`src/rtl/count_arb_ctrl.sv`:
```
// count_arb_ctrl: round-robin arbiter and sequencer for one shared WIDTH-bit
// up-counter. A granted requester gets a run of (len+1) counter cycles, after
// which it receives a one-cycle done pulse. Dropping req mid-run aborts the run.
// All outputs are registered.
module count_arb_ctrl #(
  parameter int WIDTH = 4
) (
  input  logic             clk,
  input  logic             rst,
  input  logic [1:0]       req,
  input  logic [WIDTH-1:0] len0,
  input  logic [WIDTH-1:0] len1,
  output logic [1:0]       gnt,
  output logic             busy,
  output logic [WIDTH-1:0] q,
  output logic [1:0]       done
);

  typedef enum logic {
    IDLE  = 1'b0,
    COUNT = 1'b1
  } state_t;

  state_t           state;
  logic [WIDTH-1:0] len_r;   // run length frozen at grant
  logic             owner;   // requester currently holding the counter
  logic             ptr;     // round-robin pointer: requester favoured on contention
  logic             win;     // requester that would win a grant this cycle

  // Pick the winner among the current requests; the pointer breaks ties.
  always_comb begin
    // NOTE: assigning a default before any branch keeps this purely
    // combinational; a path that leaves win unassigned would infer a latch.
    win = ptr;
    if (req == 2'b01) begin
      win = 1'b0;
    end else if (req == 2'b10) begin
      win = 1'b1;
    end
  end

  // Arbitration FSM: grants in IDLE, sequences the count and ends the run in COUNT.
  always_ff @(posedge clk) begin
    // NOTE: state is updated with non-blocking assignments so every register
    // samples the pre-edge values, regardless of statement order.
    if (rst) begin
      state <= IDLE;
      gnt   <= 2'b00;
      busy  <= 1'b0;
      q     <= '0;
      done  <= 2'b00;
      len_r <= '0;
      owner <= 1'b0;
      ptr   <= 1'b0;
    end else begin
      case (state)
        IDLE: begin
          done <= 2'b00;
          if (req != 2'b00) begin
            gnt   <= win ? 2'b10 : 2'b01;
            busy  <= 1'b1;
            q     <= '0;
            len_r <= win ? len1 : len0;
            owner <= win;
            state <= COUNT;
          end
        end

        COUNT: begin
          done <= 2'b00;
          if (!req[owner]) begin
            // Abort: release the counter without signalling completion.
            gnt   <= 2'b00;
            busy  <= 1'b0;
            q     <= '0;
            ptr   <= ~owner;
            state <= IDLE;
          end else if (q == len_r) begin
            // Terminal count: release and pulse done to the owner.
            done  <= owner ? 2'b10 : 2'b01;
            gnt   <= 2'b00;
            busy  <= 1'b0;
            q     <= '0;
            ptr   <= ~owner;
            state <= IDLE;
          end else begin
            q <= q + 1'b1;
          end
        end

        default: begin
          state <= IDLE;
        end
      endcase
    end
  end

endmodule

```
`config.mk`:
```
export PLATFORM = sky130hd
export DESIGN_NAME = count_arb_ctrl
export DESIGN_NICKNAME = d
export VERILOG_FILES = /design/src/rtl/count_arb_ctrl.sv
export SDC_FILE = /design/constraint.sdc
export NUM_CORES = 1
export LEC_CHECK = 0
export CAP_MARGIN = 30
export CORE_MARGIN = 8
export CORE_UTILIZATION = 35
export DETAILED_ROUTE_END_ITERATION = 12
export PLACE_DENSITY_LB_ADDON = 0.12
export SLEW_MARGIN = 20
export SYNTH_ARGS = -nofsm -noshare
export SYNTH_HDL_FRONTEND = slang
export SYNTH_SLANG_ARGS = --single-unit
```
`constraint.sdc`:
```
create_clock -name clk -period 1.4 [get_ports clk]
set_input_delay 0.14 -clock clk [delete_from_list [all_inputs] [get_ports clk]]
set_output_delay 0.14 -clock clk [all_outputs]
set_load 0.01 [all_outputs]
```
* After elaboration in Yosys (flattened, before gate mapping)
Cells that the tools add are included.
** Storage, ports and cells
- Bits in registers :: 16
- Bits of input ports :: 12
- Output and inout bits :: 9
- Word-level logic and storage cells :: 50
** Cells by class
- Add/subtract/negate cells :: 1
- $lt $le $gt $ge :: 1
- Equal/unequal tests :: 6
- Multiplexer cells :: 28
- Bitwise gates (word level) :: 2
- Reductions and logical operators :: 4
** Operators with widths (number)
- 2-to-1 mux 4 bit :: 4
- 2-to-1 mux 2 bit :: 7
- 2-to-1 mux 1 bit :: 12
- case mux 2 bit (2 select lines) :: 2
- case mux 4 bit (2 select lines) :: 1
- AND reduction 2 bit :: 3
- adder 4 x 1 -> 4 bit (second input constant) :: 1
- equality test 4 bit :: 1
- case mux 1 bit (2 select lines) :: 2
- inequality test 3 x 2 -> 1 bit (second input constant) :: 1
- equality test 2 x 1 -> 1 bit (second input constant) :: 1
- equality test 2 bit (second input constant) :: 1
- < comparator 1 x 2 -> 1 bit (second input constant) :: 1
- inequality test 2 x 1 -> 1 bit (second input constant) :: 1
- inequality test 2 bit (second input constant) :: 1
- NOT 1 bit :: 2
- nonzero test 2 bit :: 1

* Longest topological paths before layout
- Word-level depth :: 6
- Gate-level depth with buffers :: 5
- Gate-level depth less buffers :: 4

* Worst setup path after synthesis
OpenSTA, ideal clock, no wires.
- Kind :: reg2reg
- Start :: register owner
- End :: register q[2]
- Library setup time :: 125 ps
- Data arrival time :: 1210 ps
- Data required time :: 1275 ps
- Setup slack :: 65 ps
- Stages on the path, launching flop included :: 6
- Path buffers :: 1
- Clock period less this slack :: 1335 ps
- Path through :: dfxtp_1 mux2_4 and3b_1 buf_6 a31oi_1 mux2i_1
** Between the ends
- Cells in the longest elaborated chain, start to end :: 4
** Ends and longest elaborated chain
- from (decl) :: RTL line 26 : logic owner;
- from (signal assigned) :: RTL line 64 : owner <= win;
- 2-to-1 mux 1 bit (not written as such) (2 in series) :: RTL line 71 : if (!req[owner]) begin
- 2-to-1 mux 4 bit :: RTL line 71
- case mux 4 bit (2 select lines) :: RTL line 56 : case (state)
- to (signal assigned) :: RTL line 87 : q <= q + 1'b1;
- to (decl) :: RTL line 15 : output logic [WIDTH-1:0] q,
Every way passes these cells. The select of a mux whose other input is x is not followed.
A chain may end at the register's enable or synchronous reset.

* Worst setup path after layout
- Start :: register gnt[1]
- End :: output gnt[1]
** RTL lines
- from (decl) :: RTL line 13 : output logic [1:0] gnt,
- from (signal assigned) :: RTL line 60 : gnt <= win ? 2'b10 : 2'b01;
No word-level cell between the ends.

==> impl_summary.txt <==
----------------------------------------------------
[Run status]
  Outcome ... finished, final reports clean

[Worst setup path]
  Type of the worst setup path ... reg2out
  Buf/Inv on CP ... 1
  Worst-path maximum fanout ... 3
  Critical path startpoint category ... register
  Worst path max stage delay ... 0.55 ns
  Cell Chain, Critical Path ... clkdlybuf4s50_1
  Endpoint required time on the critical path ... approximately 1.3 ns
  Endpoint kind of the worst setup timing path ... output port
  Category of cells accounting for the largest share of critical-path delay ... buffers and inverters
  Standard cell with the maximum stage delay on the critical path ... sky130_fd_sc_hd__clkdlybuf4s50_1
  Data arrival, critical path ... 1.21 ns

[Place]
  Placed cells ... 146
  Final RePlAce weighted congestion ... 0.8105
  Count of port buffers added during placement ... 20
  Pre-CTS WS ... -0.1248 ns
  DP HPWL ... 1506 um

[Yosys]
  Mean instance size in the synthesized netlist ... around 8.9 um2
  Number of warnings printed during yosys synthesis ... 0
  Sequential share of the synthesized area ... 43.46%
  Nets in the synthesized netlist ... 96
  Dominant synthesized flop cell ... sky130_fd_sc_hd__dfxtp_1
  Post-Synthesis Cells ... 83
  Library cell with the largest summed area after synthesis ... sky130_fd_sc_hd__dfxtp_1
  Area of the mapped netlist ... approximately 740 um2
  Fraction of post-synthesis cell area in the top cell type by area ... 43.46%
  Post-synth EDFFs ... 0
  Share of flip-flops with an asynchronous set or reset ... 0%
  Synth cell types ... 34
  Synth top area cells ... sky130_fd_sc_hd__dfxtp_1 (43%), sky130_fd_sc_hd__xnor2_1 (4.8%), sky130_fd_sc_hd__nand2_1 (4.1%)
  Commonest cells post-synth ... sky130_fd_sc_hd__dfxtp_1 (16), sky130_fd_sc_hd__nand2_1 (8), sky130_fd_sc_hd__nor2_1 (7), sky130_fd_sc_hd__a21oi_1 (5), sky130_fd_sc_hd__inv_1 (5)
  Most frequently used cell type in the post-synthesis netlist ... sky130_fd_sc_hd__dfxtp_1
  FF+latch count, synth ... 16

[Drt]
  Average routed wire per standard cell ... 12.37 um
  1st-pass router iterations ... 6
  First-iteration detailed-routing DRC count ... 15
  Number of nets with antenna violations after detailed routing ... 0
  Total wirelength of the detailed-routed design ... 1856 um
  Routed vias/inst ... ~4.8
  Vias post-DR ... about 720
  Residual DRC ... 0

[GRT]
  Number of global-route vias before repair ... around 670
  Top Usage Layer GRT ... met2
  M2 GR Usage ... 15.81%
  Met3 track demand over resource in global routing ... 2.881%
  Pin count of the biggest net entering global routing ... 12
  Total overflow reported by the global router ... 0
  Antenna violations before repair ... 0
  Met1 Usage GRT ... 12.94%
  Overall track demand over capacity in global routing ... just over 10%
  Global-route wire length before repair ... 2967 um

[Cells and area]
  Area delta synth->final ... 52.80%
  Count of antenna diodes in the layout ... 0
  Number of filler instances in the final layout ... 193
  Post-Layout Cell Count ... 150
  Share of post-route cells with drive strength above 1 ... 21.95%
  Net total in the final layout ... roughly 140

[Clock tree]
  Maximum number of buffers from clock root to sink ... 2
  TritonCTS Buffers ... 3
  Root Buffer Master ... sky130_fd_sc_hd__clkbuf_4
  Worst-skew pair later-pin latency ... 0.28 ns
  Clk slew on worst S/H paths ... 0.10 ns
  Clock tree from TritonCTS ... yes
  # clock sinks ... 16
  Number of H-tree levels ... 1

[STA]
  Ratio of final minimum period to clock period ... 96.53%
  Time the worst path needs with I/O delays and setup ... 1.351 ns
  Slew @ Worst Pin ... 0.2654 ns
  Worst Setup Slack, final ... 0.04863 ns
  Worst clock skew ... 0.003425 ns
  TNS Setup ... 0 ns
  Final count of hold timing violations ... 0
  Final setup violation count ... 0
  Number of pins exceeding their max-slew limit in the final report ... 0
  Max_slew headroom ... 82.14%
  Maximum clock rate ... roughly 740 MHz
  Tightest hold margin ... 0.4035 ns
  RSZ-0062 raised after global routing ... no

[Floorplan]
  Area of the core region ... 1982 um2
  Width of the chip ... 61.89 um
  Height of the die ... 61.89 um
  Die Area ... 3830 um2
  I/O pin cnt ... 21
  Effective utilization at floorplan ... ~37%
  Standard-cell rows ... 16

[Flow run]
  Reported max-cap violation count ... 0

[Power and ir drop]
  Switching Share ... 26.54%
  Part of the power in the clock network ... about 28%
  Pwr dens ... 967.9 nW/um2
  Relative contribution of sequential cells to total power ... 47.1%
  Cell leakage power ... approximately 0.48 nW
  Proportion of power drawn by combinational gates ... 25.3%
  Cell-internal power ... 0.0008007 W
  Overall power consumption ... approximately 0.0011 W
  Peak supply drop ... 0.0005825 V
  Switching Power ... 0.0002893 W

[Min path]
  Min-Delay Path Class ... in2reg

----------------------------------------------------
sequential cells by signal, indices dropped and copies added (netlist names):
signal and count:
done 2, len_r 4, ptr 1, q 4, owner 1, state 1
busy 1, gnt 2
placed cells by master, fill, tap and decap left out, types with 2 or more instances in the layout:
cell type	count
sky130_fd_sc_hd__nand3_1	4
sky130_fd_sc_hd__inv_1	5
sky130_fd_sc_hd__nor4_1	2
sky130_fd_sc_hd__dfxtp_1	15
sky130_fd_sc_hd__clkdlybuf4s50_1	16
sky130_fd_sc_hd__a22oi_1	3
sky130_fd_sc_hd__o21ai_0	2
sky130_fd_sc_hd__a21oi_1	5
sky130_fd_sc_hd__nand2_1	8
sky130_fd_sc_hd__xnor2_1	4
sky130_fd_sc_hd__dlygate4sd2_1	4
sky130_fd_sc_hd__nor2_1	7
sky130_fd_sc_hd__o21ai_1	2
sky130_fd_sc_hd__clkbuf_4	3
sky130_fd_sc_hd__buf_4	20
sky130_fd_sc_hd__o31ai_1	2
sky130_fd_sc_hd__nor3_1	2
tightest hold or removal path, delay by kind of cell:
kind | cells | cell delay (ns)
compound gates | 1 | 0.05
buf+inv | 1 | 0.39
simple gates | 1 | 0.05
path summary, 6_finish.rpt:
path                    to  cells after the start  startpoint  slack, ns
hold reg to reg       busy                      2        busy       0.47
setup reg to reg      q[2]                      4       owner       0.11
hold / removal    len_r[0]                      3     len1[0]       0.40
setup / recovery    gnt[1]                      1      gnt[1]       0.05
power groups by stage:
stage / logic [W] / registers, W / clock network [W]
global route: 0.000299 / 0.000519 / 0.000340
finish: 0.000275 / 0.000514 / 0.000301
global placement: 0.000275 / 0.000523 / 0
CTS: 0.000276 / 0.000513 / 0.000313
floorplan: 0.000139 / 0.000525 / 0
detailed placement: 0.000276 / 0.000523 / 0
metal layers:
layer / part of all wire (%) / up-vias
met1: 48 / 324
met5: 0 / -
li1: - / 376
met2: 45 / 18
met4: 1.5 / 0
met3: 5.1 / 4
logic make-up after synthesis:
group | synth area share [%]
AOI/OAI and AO/OA | 19.52
xor gates and xnor gates | 5.942
adders and majority gates | 1.698
buffers and inverters | 6.281
DFF | 43.46
muxes | 3.395
and+or+nand+nor | 19.70
per-stage QoR:
stage / utilization, % / cell area, um2
after floorplan: - / 737.0
after global placement: 55.18 / 1094
after detailed placement: 55.18 / 1094
after CTS: 56.82 / 1126
after global routing: 56.82 / 1126
final: 56.82 / 1126
timing repair:
| item | in CTS | in global routing |
|---|---|---|
| resized for setup | 5 | 0 |
| hold buffers | 0 | 0 |
| endpoints found under the setup margin | 4 | 0 |
| setup buffers | 0 | 0 |
cell type report:
class                      instances  area [um2]  share of cell area, %
clock buffer                       4       36.28                  3.222
inverter                           5       18.77                  1.667
multi-input combinational         58       370.4                  32.89
sequential                        16       321.6                  28.56
tap                               27       33.78                  3.000
timing repair buffer              40       345.3                  30.67
(Power assumes the default switching activity.)
